<file path="src/rtl/attractor_detect.sv">
// ============================================================================
// Module   : attractor_detect
// Function : Watches a Boolean-network state trajectory and reports the first
//            attractor period (1..DEPTH), or a timeout after MAX_STEPS samples.
// Revision : 1.0  initial release
// ============================================================================
`default_nettype none

module attractor_detect #(
  parameter int W         = 8,
  parameter int DEPTH     = 8,
  parameter int STEP_W    = 8,
  parameter int MAX_STEPS = 255,
  parameter int PER_W     = 4
) (
  input  logic              clk,
  input  logic              rst,
  input  logic              start,
  input  logic              valid,
  input  logic [W-1:0]      x,
  output logic              found,
  output logic [PER_W-1:0]  period,
  output logic [W-1:0]      cycle_state,
  output logic [STEP_W-1:0] steps,
  output logic              timeout,
  output logic              busy
);

  localparam logic [STEP_W-1:0] c_max_steps = STEP_W'(MAX_STEPS);
  localparam logic [DEPTH-1:0]  c_hv_first  = DEPTH'(1);

  typedef enum logic [1:0] {
    S_IDLE = 2'd0,
    S_RUN  = 2'd1,
    S_DONE = 2'd2,
    S_TOUT = 2'd3
  } state_t;

  state_t              r_state;
  logic [W-1:0]        r_hist [DEPTH];
  logic [DEPTH-1:0]    r_hv;
  logic                r_found;
  logic [PER_W-1:0]    r_period;
  logic [W-1:0]        r_cycle_state;
  logic [STEP_W-1:0]   r_steps;
  logic                r_timeout;
  logic                r_busy;

  logic [DEPTH-1:0]    w_match;
  logic                w_hit;
  logic [PER_W-1:0]    w_per;
  logic [STEP_W-1:0]   w_steps_nxt;

  // w_match[k-1] flags a repeat of the state seen k samples ago
  genvar g;
  generate
    for (g = 0; g < DEPTH; g++) begin : g_match
      assign w_match[g] = r_hv[g] && (r_hist[g] == x);
    end
  endgenerate

  // Scan from the far end so the shortest distance is the one that sticks
  always_comb begin
    w_hit = |w_match;
    w_per = '0;
    for (int i = DEPTH - 1; i >= 0; i--) begin
      if (w_match[i]) w_per = PER_W'(i + 1);
    end
  end

  assign w_steps_nxt = r_steps + STEP_W'(1);

  always_ff @(posedge clk) begin
    if (!rst) begin
      r_state       <= S_IDLE;
      r_hv          <= '0;
      r_found       <= 1'b0;
      r_period      <= '0;
      r_cycle_state <= '0;
      r_steps       <= '0;
      r_timeout     <= 1'b0;
      r_busy        <= 1'b0;
      for (int i = 0; i < DEPTH; i++) r_hist[i] <= '0;
    end else if (start) begin
      r_state       <= S_RUN;
      r_hist[0]     <= x;
      r_hv          <= c_hv_first;
      r_found       <= 1'b0;
      r_period      <= '0;
      r_cycle_state <= '0;
      r_steps       <= '0;
      r_timeout     <= 1'b0;
      r_busy        <= 1'b1;
    end else begin
      case (r_state)
        S_RUN: begin
          if (valid) begin
            r_steps <= w_steps_nxt;
            if (w_hit) begin
              r_state       <= S_DONE;
              r_found       <= 1'b1;
              r_period      <= w_per;
              r_cycle_state <= x;
              r_busy        <= 1'b0;
            end else begin
              for (int i = DEPTH - 1; i > 0; i--) r_hist[i] <= r_hist[i-1];
              r_hist[0] <= x;
              r_hv      <= {r_hv[DEPTH-2:0], 1'b1};
              if (w_steps_nxt == c_max_steps) begin
                r_state   <= S_TOUT;
                r_timeout <= 1'b1;
                r_busy    <= 1'b0;
              end
            end
          end
        end
        default: ;
      endcase
    end
  end

  assign found       = r_found;
  assign period      = r_period;
  assign cycle_state = r_cycle_state;
  assign steps       = r_steps;
  assign timeout     = r_timeout;
  assign busy        = r_busy;

endmodule

`default_nettype wire

</file>
<file path="config.mk">
export PLATFORM = sky130hd
export DESIGN_NAME = attractor_detect
export DESIGN_NICKNAME = d
export VERILOG_FILES = /design/src/rtl/attractor_detect.sv
export SDC_FILE = /design/constraint.sdc
export NUM_CORES = 1
export LEC_CHECK = 0
export CORE_MARGIN = 2
export CORE_UTILIZATION = 35
export CTS_BUF_LIST = sky130_fd_sc_hd__clkbuf_16
export DETAILED_ROUTE_END_ITERATION = 10
export PLACE_DENSITY = 0.49
export SYNTH_ARGS = -nofsm -noshare
export SYNTH_HDL_FRONTEND = slang
export SYNTH_SLANG_ARGS = --single-unit
</file>
<file path="constraint.sdc">
create_clock -name clk -period 9.2 [get_ports clk]
set_input_delay 1.84 -clock clk [delete_from_list [all_inputs] [get_ports clk]]
set_output_delay 1.84 -clock clk [all_outputs]
set_load 0.1 [all_outputs]
</file>
==> Yosys cells after proc, flatten, opt, wreduce, memory -nomap -nowiden <==
Memory sizes are Yosys's and may differ from the RTL's.
Index checks and enable logic that the tools add are counted.
Widths: inputs -> output; s select.
{ "totals": {"reg_bits": 33, "mem_bits_rw": 64, "in_bits": 12, "output_inout_bits": 23, "elab_cells": 96, "memories": 1} }
{ "classes": {"n_addsub": 1, "eq_ne": 11, "mux": 41, "bitwise_logic": 11, "n_reduce_logical": 21} }
{ "memory_table": {"columns": ["memory", "words", "width", "read_ports", "rd_ports_with_merged_regs", "write_ports", "line", "rtl"], "rows": [
  ["r_hist", 8, 8, 8, 0, 8, "40", "logic [W-1:0] r_hist [DEPTH];"]
]} }
{ "ops": {"columns": ["operator", "count"], "rows": [
  ["$mux 8", 9],
  ["$eq 8x8->1", 8],
  ["$mux 4", 8],
  ["$mux 1", 22],
  ["$reduce_and 3->1", 5],
  ["$or 1x1->1", 9],
  ["$add 8x1->8 const B", 1],
  ["$eq 8x8->1 const B", 1],
  ["$logic_and 1x1->1", 8],
  ["$reduce_or 8->1", 1],
  ["$reduce_bool 2->1", 3],
  ["$mux 2", 2],
  ["$reduce_and 4->1", 1],
  ["$reduce_bool 3->1", 1],
  ["$eq 2x1->1 const B", 1],
  ["$ne 2x2->1 const B", 1],
  ["$not 1->1", 2],
  ["$reduce_and 2->1", 1],
  ["$reduce_or 2->1", 1]
]} }

==> Depth between registers and ports, before layout <==
Gate-level depths: netlist of run 1.
An unclocked memory read counts as a cell.
{ "depth": {"depth_word": 11, "depth_mapped": 11, "mapped_depth_nobuf": 7} }

==> Least setup slack after synthesis of run 1 <==
OpenSTA, ideal clock, no wires.
{ "synth_timing": {"path_kind": "input to register", "startpoint": "in x[2]", "endpoint": "mem r_hist[1][2] (netlist: r_hist[0][10]), enable pin", "setup_time_ns": 0.547, "arrival_time_ns": 7.268, "required_time_ns": 8.653, "setup_slack_ns": 1.385, "cell_stages": 9, "n_path_buf": 3, "path_cell_list": "buf_4 xnor2_1 nand4_1 nor3_1 or2_4 or4_4 buf_6 buf_2 o21ai_0"} }
{ "synth_lines": {"columns": ["element", "line", "rtl"], "rows": [
  ["start, declared", "20", "input logic [W-1:0] x,"],
  ["end, declared", "40", null]
]} }

==> impl_metrics.toml, run 1 <==
[status]
status = "finished clean"

[timing]
rsz0062_at_grt = "false"
hold_slack_ns = 0.458
fmax_mhz = 198
final.setup.tns_ns = 0
slew_viol_final = 0
finalCriticalPeriod_ns = 5.04
clock_skew_ns = 0.00792
finalCritPeriodShare_pct = 54.8
slew_headroom_pct = 33.1
report.final.setup_viol = 0
worst-slew-pin-transition_ns = 1.00
final_hold_viol_count = 0

[logic_synthesis]
yosysWarnings = 0
synth_area_leader_cell = "edfxtp_1"
synth-simple-area-share_pct = 21.0
synthMuxAreaShare_pct = 0
synth-compound-area-share_pct = 4.39
yosys.cell_types.count = 40
async_reset_ff_share_pct = 0
synth_ff_type = "edfxtp_1"
yosysSeqAreaShare_pct = 55.9
synth_top_area_share_pct = 41.6
syn_inst = 409
synth_most_common_cell = "and2_1"
synth_xor_area_share_pct = 13.8
synthAdderAreaFrac_pct = 0.542
synth_top_family_by_area = "simple AND/OR/NAND/NOR gates"
yosys-top-cells-area = "edfxtp_1 42%, dfxtp_1 14%, and2_1 8.9%"
synth.avg_cell_area_um2 = 11.3
ys_seq_elements = 97
syn_area_um2 = 4620
synth_edf_count = 64
yosys-top-cells-count = "66 x and2_1, 64 x edfxtp_1, 44 x xnor2_1"
syn_nets = 423

[grt]
grt_pass1_vias = 2896
grt_use_total_pct = 14.7
grt_overflow = 0
grt_pass1_wl_mm = 15.8
grt_max_degree = 57
antenna_found_initial = 0

[place]
gp_congestion = 0.751
numPortBuffers = 34
hpwl_mm = 6.67

[cts]
cts_tree = "built"
cts_root_buffer = "clkbuf_16"
cts_made_buffers = 9
cts_hold_buf = 0
worst_skew_pair.late_latency_ns = 0.35
cts_max_path_buffers = 2
cts_max_level = 3
clock-sinks = 97
post-cts-setup-buffer-count = 0
cts.clk_slew.worst_paths_ns = 0.06
cts_resized = 0

[worst_setup_path]
worstRegToRegCells = 7
cpPeakStageDelay_ns = 0.91
crit_path_end_kind = "flip-flop"
required_ns = 9.41
cpMostUsedCell = "nand4_1"
r2r_end = "r_hist[3][13]$_SDFFCE_PN0P_"
critPathSlowestCell = "clkdlybuf4s50_1"
path_max_fanout = 56
arrival_ns = 5.25
critPathLaunchType = "input port"
r2r-start = "r_hist[0][2]$_SDFFCE_PN0P_"
setup.worst_path.class = "in2reg"
crit_chain = "clkdlybuf4s50_1 > xor2_1 > nor4_1 > nand4_1 > nand4_1 > or4_4 > nor2_4 > and2_1"
reg2reg_slack_ns = 6.23

[routing]
routedWlPerCell_um = 16.1
via_per_inst = 4.76
first_pass_iters = 4
drc_errors = 0
antenna_left = 0
drt_wl_total_mm = 9.82
drt-initial-drc-count = 260
vias = 2898

[floorplanning]
die-area_um2 = 14100
io_pins = 35
die_h_um = 119
start_util_pct = 36.2
coreArea_um2 = 12800
rows = 41
dieWidth_um = 119

[power]
vdd_ir_drop_max_v = 0.0000804
power_mw = 0.932
power.density_nw_per_um2 = 176
p_leak_nw = 1.80

[run]
drv_cap = 0

[cells_and_area]
finish.net_count = 446
fin_util_pct = 41.5
area_growth_pct = 14.6
diodes = 0
drive_gt1_share_pct = 4.35

[min_path]
min_to = "cycle_state[6]$_SDFFE_PP0P_"
worst_hold_path_type = "reg2reg"
holdCritStartpoint = "cycle_state[6]$_SDFFE_PP0P_"
holdPathStages = 2
## cell families (layout without fill, tap and decap cells)
| kind of cell | count (synthesis) | count (layout) |
|---|---|---|
| buf+inv | 27 | 55 |
| simple gates | 176 | 176 |
| fa+ha+maj | 2 | 2 |
| compound gates | 34 | 34 |
| xor+xnor | 73 | 73 |
| flops | 97 | 97 |
## cell type report
| type | count | area, µm² |
|---|---|---|
| Tap cell | 172 | 215 |
| Timing Repair Buffer | 36 | 355 |
| Clock inverter | 7 | 53.8 |
| Fill cell | 1233 | 7480 |
| Inverter | 3 | 11.3 |
| Multi-Input combinational cell | 285 | 1850 |
| Sequential cell | 97 | 2580 |
| Clock buffer | 9 | 225 |
## critical path: cells and delay by family
kind / cells / cell delay, ns
XOR/XNOR: 1 / 0.22
buffers and inverters: 1 / 0.91
AND/OR/NAND/NOR: 6 / 2.24
## worst max path at each step
stage	cells after the start	startpoint	to	slack [ns]
3_3_place_gp	8	x[5]	r_hist[1][10]$_SDFFCE_PN0P_	3.72
2_1_floorplan	9	x[2]	r_hist[0][10]$_SDFFCE_PN0P_	1.38
6_report	8	x[2]	r_hist[3][13]$_SDFFCE_PN0P_	4.16
4_1_cts	8	x[5]	r_hist[1][10]$_SDFFCE_PN0P_	4.08
5_1_grt	8	x[2]	r_hist[3][13]$_SDFFCE_PN0P_	3.84
3_5_place_dp	8	x[5]	r_hist[3][13]$_SDFFCE_PN0P_	3.73
## placed cells by master (no fill, tap or decap), types with 3 or more instances in the layout
cell,synthesis,final
and2_1,66,66
edfxtp_1,64,64
xnor2_1,44,44
clkdlybuf4s50_1,0,34
dfxtp_1,33,33
nand2_1,32,32
xor2_1,29,29
nand3_1,22,22
o21ai_0,21,20
nand4_1,15,15
nor2_1,14,14
nor3_1,9,9
clkbuf_16,0,9
inv_1,3,5
nand3b_1,3,3
nor4_1,3,3
a21oi_1,3,3
clkinv_1,0,3
## flip-flops by register name (all words and copies together) (netlist names)
signal       count
r_state          2
period           4
cycle_state      8
r_hist          64
found            1
timeout          1
steps            8
busy             1
r_hv             8
## metal layers
metal / GRT usage [%] / routed length, µm
met1: 19.4 / 4500
met2: 24.0 / 4870
met3: 3.54 / 372
met4: 4.46 / 82
met5: 0 / 0
## metrics by stage
stage | cell area, µm² | worst slack [ns] | instances
after floorplan | 4620 | 1.38 | 409
after global placement | 5020 | 3.72 | 593
after detailed placement | 5020 | 3.73 | 593
after CTS | 5300 | 4.08 | 609
after global routing | 5300 | 3.84 | 609
final | 5300 | 4.16 | 609
## where the power goes
part	switching (mW)	internal [mW]	leakage (nW)
clock network	0.157	0.206	0.144
registers	0.0108	0.483	0.942
logic	0.0474	0.0288	0.716
total	0.215	0.718	1.80
Power figures use the tool's default switching activity.
==> run 2: changes to the inputs <==
--- a/config.mk
+++ b/config.mk
@@ -9,7 +9,7 @@
 export CORE_UTILIZATION = 35
 export CTS_BUF_LIST = sky130_fd_sc_hd__clkbuf_16
 export DETAILED_ROUTE_END_ITERATION = 10
-export PLACE_DENSITY = 0.49
+export PLACE_DENSITY = 0.51
 export SYNTH_ARGS = -nofsm -noshare
 export SYNTH_HDL_FRONTEND = slang
 export SYNTH_SLANG_ARGS = --single-unit
==> constraint.sdc (replaced) <==
create_clock -name clk -period 4.07 [get_ports clk]
set_input_delay 0.814 -clock clk [delete_from_list [all_inputs] [get_ports clk]]
set_output_delay 0.814 -clock clk [all_outputs]
set_load 0.1 [all_outputs]
==> impl_metrics.toml, run 2 (synthesized netlist as in run 1, its figures left out) <==
[status]
status = "finished clean"

[grt]
grt_pass1_vias = 2866
grt_use_total_pct = 13.9
grt_overflow = 0
grt_max_degree = 57
grt_pass1_wl_mm = 15.1
antenna_found_initial = 0

[cells_and_area]
fin_util_pct = 43.0
final_cell_mix = "66 x and2_1, 64 x edfxtp_1, 44 x xnor2_1"
finish.net_count = 460
final_common_cell = "and2_1"
area_growth_pct = 18.9
largest_reg_flops = 64
drive_gt1_share_pct = 8.43
largest_register = "r_hist"
diodes = 0
instances_no_fill = 623

[timing]
final_hold_viol_count = 0
fmax_mhz = 289
finalWorstSetupSlack_ns = 0.605
slew_viol_final = 0
worst-slew-pin-transition_ns = 0.996
finalCritPeriodShare_pct = 85.1
rsz0062_at_grt = "false"
final.setup.tns_ns = 0
report.final.setup_viol = 0
slew_headroom_pct = 33.4
finalCriticalPeriod_ns = 3.46
hold_slack_ns = 0.459
clock_skew_ns = 0.00800

[min_path]
worst_hold_path_type = "reg2reg"

[cts]
cts_max_path_buffers = 2
cts_tree = "built"
cts.clk_slew.worst_paths_ns = 0.07
worst_skew_pair.late_latency_ns = 0.34
post-cts-setup-buffer-count = 0
cts_resized = 0
cts_hold_buf = 0
cts_root_buffer = "clkbuf_16"
cts_max_level = 3
clock-sinks = 97
cts_made_buffers = 9

[routing]
via_per_inst = 4.65
drt_wl_total_mm = 9.35
drt-initial-drc-count = 172
vias = 2898
antenna_left = 0
drc_errors = 0
first_pass_iters = 4
routedWlPerCell_um = 15.0

[run]
drv_cap = 0

[place]
numPortBuffers = 34
place_ws_ns = 0.239
dp_cells = 607
hpwl_mm = 6.41
gp_congestion = 0.752

[power]
power_frac_seq_pct = 51.8
p_clk_share_pct = 39.4
p_sw_share_pct = 23.4
vdd_ir_drop_max_v = 0.000161
p_leak_nw = 1.89
power.internal_mw = 1.65
power.density_nw_per_um2 = 392
p_sw_mw = 0.504
comb_power_share_pct = 8.8

[worst_setup_path]
path_max_fanout = 56
crit_path_end_kind = "flip-flop"
setup.worst_path.class = "in2reg"
critPathLaunchType = "input port"
required_ns = 4.28
arrival_ns = 3.67

[floorplanning]
die-area_um2 = 14100
dieWidth_um = 119
die_h_um = 119
start_util_pct = 36.2
rows = 41
io_pins = 35
coreArea_um2 = 12800
[run 2: changes by cell type in the layout (fill, tap and decap cells not counted), sizes merged]
cell	before	now
buf	2	16
clkinvlp	0	3
inv	5	3
clkinv	4	3
[run 2: final timing paths]
kind	startpoint	end	slack [ns]	depth (start not counted)
max	x[0]	r_hist[1][7]$_SDFFCE_PN0P_	0.61	8
min	cycle_state[7]$_SDFFE_PP0P_	cycle_state[7]$_SDFFE_PP0P_	0.46	2
max reg2reg	r_hist[2][5]$_SDFFCE_PN0P_	r_hist[1][7]$_SDFFCE_PN0P_	1.40	7
min reg2reg	cycle_state[7]$_SDFFE_PP0P_	cycle_state[7]$_SDFFE_PP0P_	0.46	2
[run 2: worst max-delay path, cell delays in order]
cell and delay (ns):
clkdlybuf4s50_1 0.72, xor2_1 0.27, nor4_1 0.10, nand4_1 0.15, nand4_1 0.14, or4_4 0.45
nor2_4 0.77, and2_1 0.23
[run 2: per-layer routing]
metal,global-route usage [%],vias up,wire [µm]
met4,5.58,0,121
met3,2.73,8,220
met1,18.3,1376,4430
li1,-,1478,-
met5,0,-,0
met2,22.4,36,4580
[run 2: through the flow]
stage	power, mW	cell area (µm²)
6_report	2.15	5490
5_1_grt	2.24	5490
4_1_cts	2.18	5490
3_5_place_dp	1.33	5200
3_3_place_gp	1.33	5200
2_1_floorplan	1.27	4630
[run 2: cell type report]
cell class | instances | area, µm²
Timing Repair Buffer | 50 | 536
Inverter | 3 | 11.3
Clock buffer | 9 | 225
Clock inverter | 7 | 71.3
Fill cell | 1203 | 7280
Tap cell | 172 | 215
Sequential cell | 97 | 2580
Multi-Input combinational cell | 285 | 1850
[run 2: power groups by stage]
stage | Sequential, mW | Combinational [mW] | Clock (mW)
6_report | 1.12 | 0.188 | 0.848
5_1_grt | 1.12 | 0.207 | 0.910
4_1_cts | 1.12 | 0.192 | 0.870
3_5_place_dp | 1.14 | 0.192 | 0
3_3_place_gp | 1.14 | 0.190 | 0
2_1_floorplan | 1.14 | 0.123 | 0
